--- config.mk ---
export PLATFORM = sky130hd
export DESIGN_NAME = alu_issue
export DESIGN_NICKNAME = d
export VERILOG_FILES = /design/src/rtl/alu_pkg.sv /design/src/rtl/alu_cmd_fifo.sv /design/src/rtl/alu_issue.sv
export SDC_FILE = /design/constraint.sdc
export NUM_CORES = 1
export LEC_CHECK = 0
export ABC_AREA = 0
export CORE_AREA = 2 2 184 186
export DETAILED_ROUTE_END_ITERATION = 8
export DIE_AREA = 0 0 186 188
export GPL_TIMING_DRIVEN = 0
export PLACE_DENSITY = 0.77
export SKIP_CTS_REPAIR_TIMING = 1
export SLEW_MARGIN = 10
export SYNTH_ARGS = -nofsm -noshare
export SYNTH_HDL_FRONTEND = slang
export SYNTH_SLANG_ARGS = --single-unit
--- constraint.sdc ---
create_clock -name CLK -period 10.2 [get_ports CLK]
set_input_delay 1.53 -clock CLK [delete_from_list [all_inputs] [get_ports CLK]]
set_output_delay 1.53 -clock CLK [all_outputs]
set_load 0.005 [all_outputs]
--- src/rtl/alu_pkg.sv ---
// rtl/alu_pkg.sv - shared ALU opcodes, data width and queued command record
package alu_pkg;

   localparam int DATA_W    = 32;
   // Widest tag the command record can carry; narrower tags are zero-extended.
   localparam int CMD_TAG_W = 8;

   localparam logic [2:0] OP_AND = 3'b000;
   localparam logic [2:0] OP_OR  = 3'b001;
   localparam logic [2:0] OP_ADD = 3'b010;
   localparam logic [2:0] OP_SUB = 3'b011;
   localparam logic [2:0] OP_MUL = 3'b100;
   localparam logic [2:0] OP_SLT = 3'b101;

   typedef struct packed {
      logic [2:0]           sel;
      logic [DATA_W-1:0]    a;
      logic [DATA_W-1:0]    b;
      logic                 fwd_a;
      logic                 fwd_b;
      logic [CMD_TAG_W-1:0] tag;
   } alu_cmd_t;

endpackage

--- src/rtl/alu_cmd_fifo.sv ---
// rtl/alu_cmd_fifo.sv - in-order command FIFO with synchronous flush
module alu_cmd_fifo
   import alu_pkg::*;
#(
   parameter int DEPTH = 4
)
(
   input  logic                         CLK,
   input  logic                         RST,
   input  logic                         push,
   input  logic                         pop,
   input  logic                         flush,
   input  alu_cmd_t                     wdata,
   output alu_cmd_t                     rdata,
   output logic [$clog2(DEPTH+1)-1:0]   count,
   output logic                         full,
   output logic                         empty
);

   localparam int AW = $clog2(DEPTH);
   localparam int CW = $clog2(DEPTH+1);

   alu_cmd_t      mem [DEPTH];
   logic [AW-1:0] wr_ptr;
   logic [AW-1:0] rd_ptr;
   logic          do_push;
   logic          do_pop;

   assign full    = (count == CW'(DEPTH));
   assign empty   = (count == '0);
   // Flush wins over both ports so a same-cycle push is discarded.
   assign do_push = push && !full && !flush;
   assign do_pop  = pop && !empty && !flush;
   assign rdata   = mem[rd_ptr];

   always_ff @(posedge CLK or posedge RST) begin
      if (RST) begin
         wr_ptr <= '0;
         rd_ptr <= '0;
         count  <= '0;
      end else if (flush) begin
         wr_ptr <= '0;
         rd_ptr <= '0;
         count  <= '0;
      end else begin
         if (do_push) wr_ptr <= wr_ptr + 1'b1;
         if (do_pop)  rd_ptr <= rd_ptr + 1'b1;
         if (do_push && !do_pop)
            count <= count + 1'b1;
         else if (do_pop && !do_push)
            count <= count - 1'b1;
      end
   end

   always_ff @(posedge CLK) begin
      if (do_push) mem[wr_ptr] <= wdata;
   end

endmodule

--- src/rtl/alu_issue.sv ---
// rtl/alu_issue.sv - operand issue stage feeding the registered ALU
// Queues commands, forwards R into operands and stalls one cycle on a fresh result.
module alu_issue
   import alu_pkg::*;
#(
   parameter int DEPTH = 4,
   parameter int TAG_W = 4
)
(
   input  logic                         CLK,
   input  logic                         RST,
   input  logic                         IN_VALID,
   output logic                         IN_READY,
   input  logic [2:0]                   IN_SEL,
   input  logic [DATA_W-1:0]            IN_A,
   input  logic [DATA_W-1:0]            IN_B,
   input  logic                         IN_FWD_A,
   input  logic                         IN_FWD_B,
   input  logic [TAG_W-1:0]             IN_TAG,
   input  logic                         HOLD,
   input  logic                         FLUSH,
   input  logic [DATA_W-1:0]            R,
   output logic [DATA_W-1:0]            A,
   output logic [DATA_W-1:0]            B,
   output logic [2:0]                   SEL,
   output logic                         ISSUE,
   output logic                         RES_VALID,
   output logic [TAG_W-1:0]             RES_TAG,
   output logic [$clog2(DEPTH+1)-1:0]   COUNT
);

   alu_cmd_t         in_cmd;
   alu_cmd_t         head;
   logic             full;
   logic             empty;
   logic             push;
   logic             head_fwd;
   logic             issue_go;
   logic [TAG_W-1:0] issue_tag;

   always_comb begin
      in_cmd       = '0;
      in_cmd.sel   = IN_SEL;
      in_cmd.a     = IN_A;
      in_cmd.b     = IN_B;
      in_cmd.fwd_a = IN_FWD_A;
      in_cmd.fwd_b = IN_FWD_B;
      in_cmd.tag   = CMD_TAG_W'(IN_TAG);
   end

   assign IN_READY = !full;
   assign push     = IN_VALID && IN_READY;
   assign head_fwd = head.fwd_a || head.fwd_b;
   // R lags the last issue by a cycle, so a forwarding head waits out ISSUE.
   assign issue_go = !empty && !HOLD && !FLUSH && !(head_fwd && ISSUE);

   alu_cmd_fifo #(.DEPTH(DEPTH)) u_fifo (
      .CLK   (CLK),
      .RST   (RST),
      .push  (push),
      .pop   (issue_go),
      .flush (FLUSH),
      .wdata (in_cmd),
      .rdata (head),
      .count (COUNT),
      .full  (full),
      .empty (empty)
   );

   always_ff @(posedge CLK or posedge RST) begin
      if (RST) begin
         A         <= '0;
         B         <= '0;
         SEL       <= 3'b000;
         ISSUE     <= 1'b0;
         issue_tag <= '0;
         RES_VALID <= 1'b0;
         RES_TAG   <= '0;
      end else begin
         RES_VALID <= ISSUE;
         RES_TAG   <= issue_tag;
         if (issue_go) begin
            SEL       <= head.sel;
            A         <= head.fwd_a ? R : head.a;
            B         <= head.fwd_b ? R : head.b;
            ISSUE     <= 1'b1;
            issue_tag <= TAG_W'(head.tag);
         end else begin
            ISSUE     <= 1'b0;
         end
      end
   end

endmodule

==> flow_summary_export.csv <==
group,metric,value,unit
cts,cts_tree,"built",
place,post-place-ws,5.56,ns
final_layout,fin_cells,1455,
synth,yosysSeqAreaShare,73.9,%
setup_path,crit_type,"primary input to flip-flop",
routing,drtIter0Drc,569,
cts,insertion_delay,0.52,ns
floorplan,chipWidth,186,um
timing,setup_tns,0,ns
place,port_buffers,186,
synth,syn_nets,857,
cts,cts_sinks,376,
final_layout,final_util,56.0,%
synth,yosysTopAreaCell,"edfxtp_1",
synth,postSynthCellCount,742,
routing,ant_nets,0,
routing,route.detailed.drc,0,
floorplan,die_h,188,um
hold_path,hp-class,"flip-flop to flip-flop",
synth,ys_types,33,
synth,ys_ff_latch,376,
synth,syn-cell-area,14700,um2
global_routing,antenna_found_initial,3,
cts,clk_pin_slew,0.06,ns
pwr,p_leak,6.33,nW
cts,cts_made_buffers,40,
final_layout,final_nets,1090,
flow_run,cap_viol_max_count,0,
timing,hold_viol_final,0,
setup_path,endpoint_kind,"flip-flop",
run_status,run_status,"finished, final reports clean",
pwr,p_per_area,258,nW/um2
setup_path,worstPathArrival,4.55,ns
place,dp.final_hpwl,20600,um
timing,setup_violations,0,
floorplan,initial_core_util,44.4,%
timing,finClkSkew,0.0216,ns
final_layout,drive_gt1_share,24.4,%
cts,h-tree-depth,2,
synth,synth_top_area_share,59.6,%
final_layout,area_growth,26.2,%
timing,setup_ws,6.05,ns
place,gp_congestion,0.759,
global_routing,grt_pass1_wl,48600,um
synth,ys_top_cells_by_area,"edfxtp_1, dfrtp_1, mux4_2",
setup_path,critPathLaunchType,"primary input",
timing,relSlewSlack,25.2,%
global_routing,grt.overflow.total,0,
floorplan,rows,67,
place,dp_cells,1381,
setup_path,crit_required,10.60,ns
global_routing,grt_max_degree,44,
cts,clockBufferDepth,3,
global_routing,grt_pass1_vias,8066,
routing,post_drt_wl_per_cell,22.2,um
timing,rsz0062_at_grt,"false",
setup_path,r2r_setup_slack,6.16,ns
routing,vias_per_cell,5.20,
timing,fin_crit_sh,40.7,%
timing,holdWs,0.377,ns
timing,min_period,4.15,ns
final_layout,fillers,2551,
floorplan,die_area,35000,um2
routing,wl,32300,um
global_routing,track_usage,18.8,%
floorplan,core,33100,um2
synth,avgSynthCellArea,19.8,um2
pwr,vdd_drop_max,0.140,mV
timing,tightest_slew,1.12,ns
timing,fmax,0.241,GHz
cts,ctsRootBufferMaster,"clkbuf_16",
timing,slew_violations,0,
setup_path,crit_path_max_fanout,10,
routing,first_pass_iters,4,
routing,num_vias,7567,
synth,ys.warnings.count,0,
floorplan,ioPinCount,187,
-- power by group --
| group | total (mW) | switching [mW] | internal (mW) |
|---|---|---|---|
| Sequential | 2.01 | 0.117 | 1.89 |
| Clock | 1.40 | 0.561 | 0.841 |
| Combinational | 1.37 | 0.637 | 0.738 |
| Total | 4.79 | 1.32 | 3.47 |
-- metrics by stage --
stage	total power, mW	instance area, um2
after floorplan	2.83	14700
after global placement	3.40	17100
after detailed placement	3.43	17300
after CTS	4.85	18600
after global routing	5.02	18600
final	4.79	18600
-- Yosys cell counts --
library cell  number
edfxtp_1         292
dfrtp_1           84
mux4_2            73
a21oi_2           64
mux2i_1           64
nor2_1            59
clkbuf_1          15
buf_6             13
nor2_2            13
mux2_2            10
buf_1              8
inv_1              7
and2_1             4
ha_1               4
nand2_1            4
buf_2              3
nor3_1             3
o21ai_0            3
a21oi_1            2
buf_8              2
nand3_1            2
or4_1              2
a211oi_1           1
a311o_1            1
buf_12             1
fa_1               1
inv_4              1
nand2b_1           1
o211ai_1           1
o21a_1             1
o31ai_1            1
xnor2_1            1
xnor2_2            1
-- final timing paths --
check	from	to	cells after the start
hold / removal	issue_tag[0]$_DFFE_PP0N_	RES_TAG[0]$_DFF_PP0_	0
hold reg to reg	issue_tag[0]$_DFFE_PP0N_	RES_TAG[0]$_DFF_PP0_	0
setup reg to reg	u_fifo.rd_ptr[0]$_DFFE_PP0P_	u_fifo.count[2]$_DFFE_PP0P_	15
max in group asynchronous	RST	issue_tag[0]$_DFFE_PP0N_	3
min in group asynchronous	RST	A[16]$_DFFE_PP0N_	2
setup / recovery	FLUSH	u_fifo.count[2]$_DFFE_PP0P_	12
-- final cells by class --
type                            instances  area, um2  share of cell area [%]
Clock inverter                         16        149                   0.802
Tap cell                              448        561                    3.02
Buffer                                 42        298                    1.60
Multi-Input combinational cell        316       3520                    19.0
Inverter                                8       35.0                   0.189
Sequential cell                       376      10900                    58.6
Antenna cell                            2       5.00                  0.0270
Clock buffer                           56       1120                    6.05
Timing Repair Buffer                  191       2000                    10.8
-- kinds of logic after synthesis --
family	count (synthesis)	synth area share (%)
AOI/OAI and AO/OA	74	4.25
xor gates and xnor gates	2	0.170
adders and majority gates	5	0.476
buffers and inverters	50	2.25
DFF	376	73.9
muxes	147	16.3
and+or+nand+nor	88	2.65
-- layout by cell type (no fill, tap or decap), types with 13 or more instances in the layout --
master	count
nor2_2	13
clkbuf_1	26
a21oi_2	64
nor2_1	59
mux4_2	73
buf_6	13
clkdlybuf4s50_1	186
edfxtp_1	292
dfrtp_1	84
mux2i_1	64
clkbuf_16	41
-- registers in the layout, indices dropped and copies added (netlist names) --
signal,count
A,32
B,32
ISSUE,1
RES_TAG,4
RES_VALID,1
SEL,3
issue_tag,4
u_fifo.count,3
u_fifo.mem,292
u_fifo.rd_ptr,2
u_fifo.wr_ptr,2
-- metal layers --
layer / share of wire [%] / track usage [%] / vias up
met1: 43 / 25.8 / 3910
li1: - / - / 3390
met5: 0.025 / 0 / -
met4: 2.0 / 4.57 / 2
met2: 49 / 30.6 / 220
met3: 6.0 / 4.31 / 45
-- critical path, cell delays in order --
cell and delay (ns):
clkdlybuf4s50_1 0.44, or4_1 0.55, buf_6 0.16, inv_4 0.07
buf_12 0.16, buf_8 0.18, nor3_1 0.08, fa_1 0.47
mux2_2 0.30, a21oi_1 0.12, o21ai_0 0.11, a311o_1 0.36
Note: power is estimated with default switching activity, not from simulation.
